$ cat src/rtl/wb_regfile_stage.sv
// -----------------------------------------------------------------------------
// wb_regfile_stage
//   Writeback stage.
//   - Decodes the W-stage instruction to pick the writeback source.
//   - Commits the selected value to the 32x32 general register file (GRF).
//   - Serves two D-stage read ports. A write in the same cycle bypasses to them.
//   - Drives the W-stage forwarding bus.
//   - Keeps retirement bookkeeping (count, last PC, commit pulse).
//
// Parameters
//   DW      datapath / register width
//   CNT_W   width of the retired-instruction counter
//
// Ports
//   clk, reset            clock; synchronous active-high reset
//   w_instr               W-stage instruction word (0 = bubble)
//   w_pc, w_pc8           W-stage PC and PC+8 (link value)
//   w_alu_c               ALU result
//   w_ext_out             extender output (lui value)
//   w_dm_out              data-memory load value
//   w_memreg              destination register (0 = no write)
//   rs_addr, rt_addr      D-stage read addresses
//   rs_data, rt_data      D-stage read data (combinational, write-bypassed)
//   fwd_we/addr/data      W-stage forwarding bus
//   wr_data               selected writeback value (combinational)
//   retire_cnt            retired non-bubble instruction count (wraps)
//   last_pc               PC of the most recently retired non-bubble instruction
//   commit_pulse          high for one cycle after any GRF write
// -----------------------------------------------------------------------------
module wb_regfile_stage #(
  parameter int DW    = 32,
  parameter int CNT_W = 32
) (
  input  logic             clk,
  input  logic             reset,
  input  logic [DW-1:0]    w_instr,
  input  logic [DW-1:0]    w_pc,
  input  logic [DW-1:0]    w_pc8,
  input  logic [DW-1:0]    w_alu_c,
  input  logic [DW-1:0]    w_ext_out,
  input  logic [DW-1:0]    w_dm_out,
  input  logic [4:0]       w_memreg,
  input  logic [4:0]       rs_addr,
  input  logic [4:0]       rt_addr,
  output logic [DW-1:0]    rs_data,
  output logic [DW-1:0]    rt_data,
  output logic             fwd_we,
  output logic [4:0]       fwd_addr,
  output logic [DW-1:0]    fwd_data,
  output logic [DW-1:0]    wr_data,
  output logic [CNT_W-1:0] retire_cnt,
  output logic [DW-1:0]    last_pc,
  output logic             commit_pulse
);

  localparam logic [5:0] OP_SPECIAL = 6'b000000;
  localparam logic [5:0] OP_LW      = 6'b100011;
  localparam logic [5:0] OP_JAL     = 6'b000011;
  localparam logic [5:0] OP_LUI     = 6'b001111;
  localparam logic [5:0] FN_JALR    = 6'b001001;

  typedef enum logic [1:0] {
    SRC_ALU,
    SRC_DM,
    SRC_PC8,
    SRC_EXT
  } wb_src_e;

  wb_src_e       src;
  logic [5:0]    op;
  logic [5:0]    fn;
  logic          we;
  logic          retire;
  logic [DW-1:0] grf [32];

  assign op     = w_instr[31:26];
  assign fn     = w_instr[5:0];
  assign we     = (w_memreg != 5'd0);
  assign retire = (w_instr != '0);

  // Writeback source decode.
  always_comb begin
    // NOTE: every output of a combinational block gets a default first, so no
    // path through the case can leave it unassigned and infer a latch.
    src = SRC_ALU;
    if (op == OP_LW) begin
      src = SRC_DM;
    end else if (op == OP_JAL || (op == OP_SPECIAL && fn == FN_JALR)) begin
      src = SRC_PC8;
    end else if (op == OP_LUI) begin
      src = SRC_EXT;
    end
  end

  always_comb begin
    wr_data = w_alu_c;
    unique case (src)
      SRC_DM:  wr_data = w_dm_out;
      SRC_PC8: wr_data = w_pc8;
      SRC_EXT: wr_data = w_ext_out;
      default: wr_data = w_alu_c;
    endcase
  end

  // Read ports. $0 is hard-wired to zero, even when a write targets it.
  // Otherwise a write in the same cycle takes priority over stored contents.
  always_comb begin
    rs_data = '0;
    if (rs_addr != 5'd0) begin
      rs_data = (we && rs_addr == w_memreg) ? wr_data : grf[rs_addr];
    end
  end

  always_comb begin
    rt_data = '0;
    if (rt_addr != 5'd0) begin
      rt_data = (we && rt_addr == w_memreg) ? wr_data : grf[rt_addr];
    end
  end

  assign fwd_we   = we;
  assign fwd_addr = we ? w_memreg : 5'd0;
  assign fwd_data = wr_data;

  // NOTE: sequential state uses non-blocking assignments only. All registers
  // then sample pre-edge values, with no dependence on process ordering.
  always_ff @(posedge clk) begin
    if (reset) begin
      // NOTE: the register file is explicitly cleared on reset. A reset value
      // is architecturally visible here, so the entries need the reset loop
      // rather than being left as plain uninitialised storage.
      for (int i = 0; i < 32; i++) begin
        grf[i] <= '0;
      end
      retire_cnt   <= '0;
      last_pc      <= '0;
      commit_pulse <= 1'b0;
    end else begin
      if (we) begin
        grf[w_memreg] <= wr_data;
      end
      // An illegal bubble carrying a destination still writes the GRF,
      // but it is not counted as retired.
      if (retire) begin
        retire_cnt <= retire_cnt + CNT_W'(1);
        last_pc    <= w_pc;
      end
      commit_pulse <= we;
    end
  end

endmodule
$ cat config.mk
export PLATFORM = sky130hd
export DESIGN_NAME = wb_regfile_stage
export DESIGN_NICKNAME = d
export VERILOG_FILES = /design/src/rtl/wb_regfile_stage.sv
export SDC_FILE = /design/constraint.sdc
export NUM_CORES = 2
export LEC_CHECK = 0
export ABC_AREA = 1
export CAP_MARGIN = 20
export CORE_ASPECT_RATIO = 1.75
export CORE_MARGIN = 3
export CORE_UTILIZATION = 49
export CTS_CLUSTER_SIZE = 28
export DETAILED_ROUTE_END_ITERATION = 12
export PLACE_DENSITY = 0.72
export SLEW_MARGIN = 0
export SYNTH_ARGS = -nofsm -noshare
export SYNTH_HDL_FRONTEND = slang
export SYNTH_SLANG_ARGS = --single-unit
export TNS_END_PERCENT = 20
$ cat constraint.sdc
create_clock -name clk -period 3.5 [get_ports clk]
set_input_delay 0.7 -clock clk [delete_from_list [all_inputs] [get_ports clk]]
set_output_delay 0.7 -clock clk [all_outputs]
set_load 0.02 [all_outputs]
==> metrics.yaml <==
status:
  status: "finished, final reports clean"
layout:
  syn2layout_area_growth_pct: 23.2
  layout-drive-gt1-share: 0.140
  fillers: 10400
  multi_input_area_um2: 25500
  final_cells: 9932
  seq_area_um2: 32100
  final_cell_area_um2: 75800
  nNetsFinal: 8402
drt:
  drc: 0
  routed_wl_um: 278000
  viasPerCell: 6.36
  drt_iter0_drc: 9501
  wl_per_cell_um: 28.0
  first_pass_iters: 10
  antenna_left: 0
  vias: 63200
critical_path:
  reg2regPathDepth: 9
  crit_chain: "buf_12, inv_8, buf_12, buf_12, buf_4, nand2_1, nand3_1, nand3_1, nand3_1, nand2_1, nor2_1, buf_4, nor2_1, nor2_2, buf_6"
  r2r_end: "retire_cnt[29]$_SDFFE_PP0P_"
  critPathKind: "in -> out"
  critPathMaxStageDelay_ns: 0.22
  required_ns: 2.80
  cp-start-kind: "input port"
  cp-end-kind: "primary output"
  crit_slowest_cell: "buf_12"
  path_buf_inv: 7
  crit_family: "buffers and inverters"
  r2r_slack_ns: 1.24
  r2r_start: "retire_cnt[0]$_SDFFE_PP0P_"
  worstPathMaxFanout: 22
  crit_arrival_ns: 2.74
synthesis:
  syn_area_per_cell_um2: 8.02
  postSynthCellCount: 7664
  syn_area_um2: 61500
  ys_seq_area_frac: 0.521
  synthTopCellsByArea: "edfxtp_1, nand2_1, nand3_1, nor2_1, o211ai_1"
  synth_area_leader_cell: "edfxtp_1"
  synth-seq-cells: 1089
  yosysUniqueCellTypes: 35
  synth-main-ff-cell: "edfxtp_1"
  synthArstFlopShare: 0
  yosysWarnings: 0
  netlist.area_leader.share: 0.500
  synth_edf_count: 1024
timing:
  maxSlewViolCount: 0
  finClkSkew_ns: 0.0182
  setup_viol: 0
  finalCritPeriodShare: 0.983
  rsz0062_at_grt: "false"
  period_needed_ns: 3.44
  worst_slack_ns: 0.0603
  slew_headroom: 0.387
  worstMarginPinSlew_ns: 0.919
  max_freq_ghz: 0.291
  final-hold-violation-count: 0
floorplanning:
  fp.coreArea_um2: 124000
  rows: 171
  dieArea_um2: 130000
  boundaryPins: 408
  fp.dieH_um: 475
  start_util: 0.495
  dieWidth_um: 274
power:
  p_leak_uw: 0.0304
  powerDensity_nw_per_um2: 439
  peakVddDrop_mv: 0.415
  power.total_uw: 33200
placement:
  dp_hpwl_um: 183000
  place_area_um2: 71800
  port_buffers: 407
  gp_congestion: 0.990
  dpl_worst_slack_ns: -0.741
  dp.cells: 9701
global_route:
  grt_overflow: 0
  grt_pass1_wl_um: 398000
  grt_pass1_vias: 61400
  antenna_found_initial: 24
  grt_usage: 0.419
  grt_max_degree: 52
clocking:
  clkTransAtPathRegs_ns: 0.07
  hold_buffers: 0
  insertion_delay_ns: 0.75
  cts_buffers: 100
  cts_tree: "built"
  clock_sinks: 1089
  cts-root-buf: "clkbuf_16"
  htreeDepth: 3
  cts_buffer_depth: 3
job:
  maxCapViolCount: 0
hold_path:
  holdCritPathClass: "in -> reg"
  min_to: "grf[0][25]$_SDFFCE_PN0P_"
  whs_path_depth: 1
  hold_start: "reset"
## synth_stat cells, types with 3 or more instances
library cell,instances
a21oi_1,82
buf_1,47
buf_2,263
buf_4,117
buf_6,3
clkbuf_1,295
dfxtp_1,65
edfxtp_1,1024
inv_1,235
inv_2,18
nand2_1,2154
nand2_2,9
nand3_1,1570
nand3_2,11
nand3b_1,4
nand4_1,38
nor2_1,1230
nor2_2,5
nor2_4,3
nor3_1,23
nor3_2,3
nor4_1,6
o211ai_1,331
o21ai_0,54
or2_1,28
or2_2,5
xnor2_1,11
xor2_1,23
## placed cells by master, fill, tap and decap left out, types with 8 or more instances in the layout
cell / synthesis / layout
a21oi_1: 82 / 79
buf_12: 0 / 190
buf_16: 0 / 8
buf_2: 263 / 48
buf_4: 117 / 518
buf_6: 3 / 25
bufinv_16: 0 / 16
clkbuf_1: 295 / 14
clkbuf_16: 0 / 104
clkdlybuf4s15_2: 0 / 28
clkdlybuf4s50_1: 0 / 251
clkinv_1: 1 / 21
clkinv_2: 0 / 21
clkinvlp_4: 0 / 9
conb_1: 1 / 32
dfxtp_1: 65 / 65
diode_2: 0 / 15
dlygate4sd2_1: 0 / 24
edfxtp_1: 1024 / 1024
inv_1: 235 / 223
inv_2: 18 / 20
nand2_1: 2154 / 2078
nand2_2: 9 / 80
nand3_1: 1570 / 1563
nand3_2: 11 / 18
nand4_1: 38 / 38
nor2_1: 1230 / 1212
nor2_2: 5 / 17
nor2_4: 3 / 9
nor3_1: 23 / 23
o211ai_1: 331 / 331
o21ai_0: 54 / 54
or2_1: 28 / 27
xnor2_1: 11 / 10
xor2_1: 23 / 23
## cell families (layout without fill, tap and decap cells)
family / count (synthesis) / after routing / share of synthesized area
adders and majority gates: 1 / 1 / 0.000203
xor gates and xnor gates: 34 / 34 / 0.00484
buffers and inverters: 980 / 1559 / 0.0727
and+or+nand+nor: 5092 / 5092 / 0.349
other: 1 / 47 / 0.0000610
DFF: 1089 / 1089 / 0.521
AOI/OAI and AO/OA: 467 / 467 / 0.0515
## routing by layer
metal,share of wire,track usage,vias up
met3,0.15,0.129,1663
met4,0.10,0.353,8
met2,0.45,0.659,5730
met5,0.00019,0,-
li1,-,-,26800
met1,0.30,0.462,29000
## flip-flops by register name, indices dropped and copies added (netlist names)
signal	cells
commit_pulse	1
retire_cnt	32
last_pc	32
grf	1024
## power by group
part           internal, µW  switching, µW
Sequential            15000            359
Combinational          2150           4060
Clock                  6510           5180
## cell type report
cell class	count	share of cell area
Inverter	255	0.0135
Tap cell	1643	0.0271
Multi-Input combinational cell	5626	0.336
Clock inverter	68	0.0102
Sequential cell	1089	0.423
Timing Repair Buffer	1120	0.156
Clock buffer	116	0.0344
Antenna cell	15	0.000495
## stage by stage
step | setup TNS, ns | hold slack (ns) | utilization
4_1_cts | -0.407 | 0.401 | 0.608
3_5_place_dp | -59.89 | 0.474 | 0.578
3_3_place_gp | -59.79 | 0.463 | 0.578
2_1_floorplan | 0 | 0.561 | -
6_report | 0 | 0.441 | 0.610
5_1_grt | 0 | 0.413 | 0.609
## how the worst max path moves through the flow
stage | from | end | slack (ns) | cells after the start
floorplan | w_memreg[2] | grf[28][0]$_SDFFCE_PN0P_ | 0.61 | 10
global placement | w_instr[30] | rs_data[8] | -0.79 | 15
detailed placement | w_instr[30] | rs_data[8] | -0.74 | 15
CTS | w_memreg[3] | rs_data[6] | -0.08 | 14
global route | w_instr[27] | rs_data[7] | 0.004 | 16
finish | rs_addr[0] | rs_data[19] | 0.06 | 15
## what timing repair did
item / 4_1_cts / 5_1_grt
endpoints found under the setup margin: 128 / 125
buffers inserted: 21 / 7
resized for setup: 455 / 55
pin swaps: 33 / 26
gates cloned: 5 / 2
(Power assumes the default switching activity.)
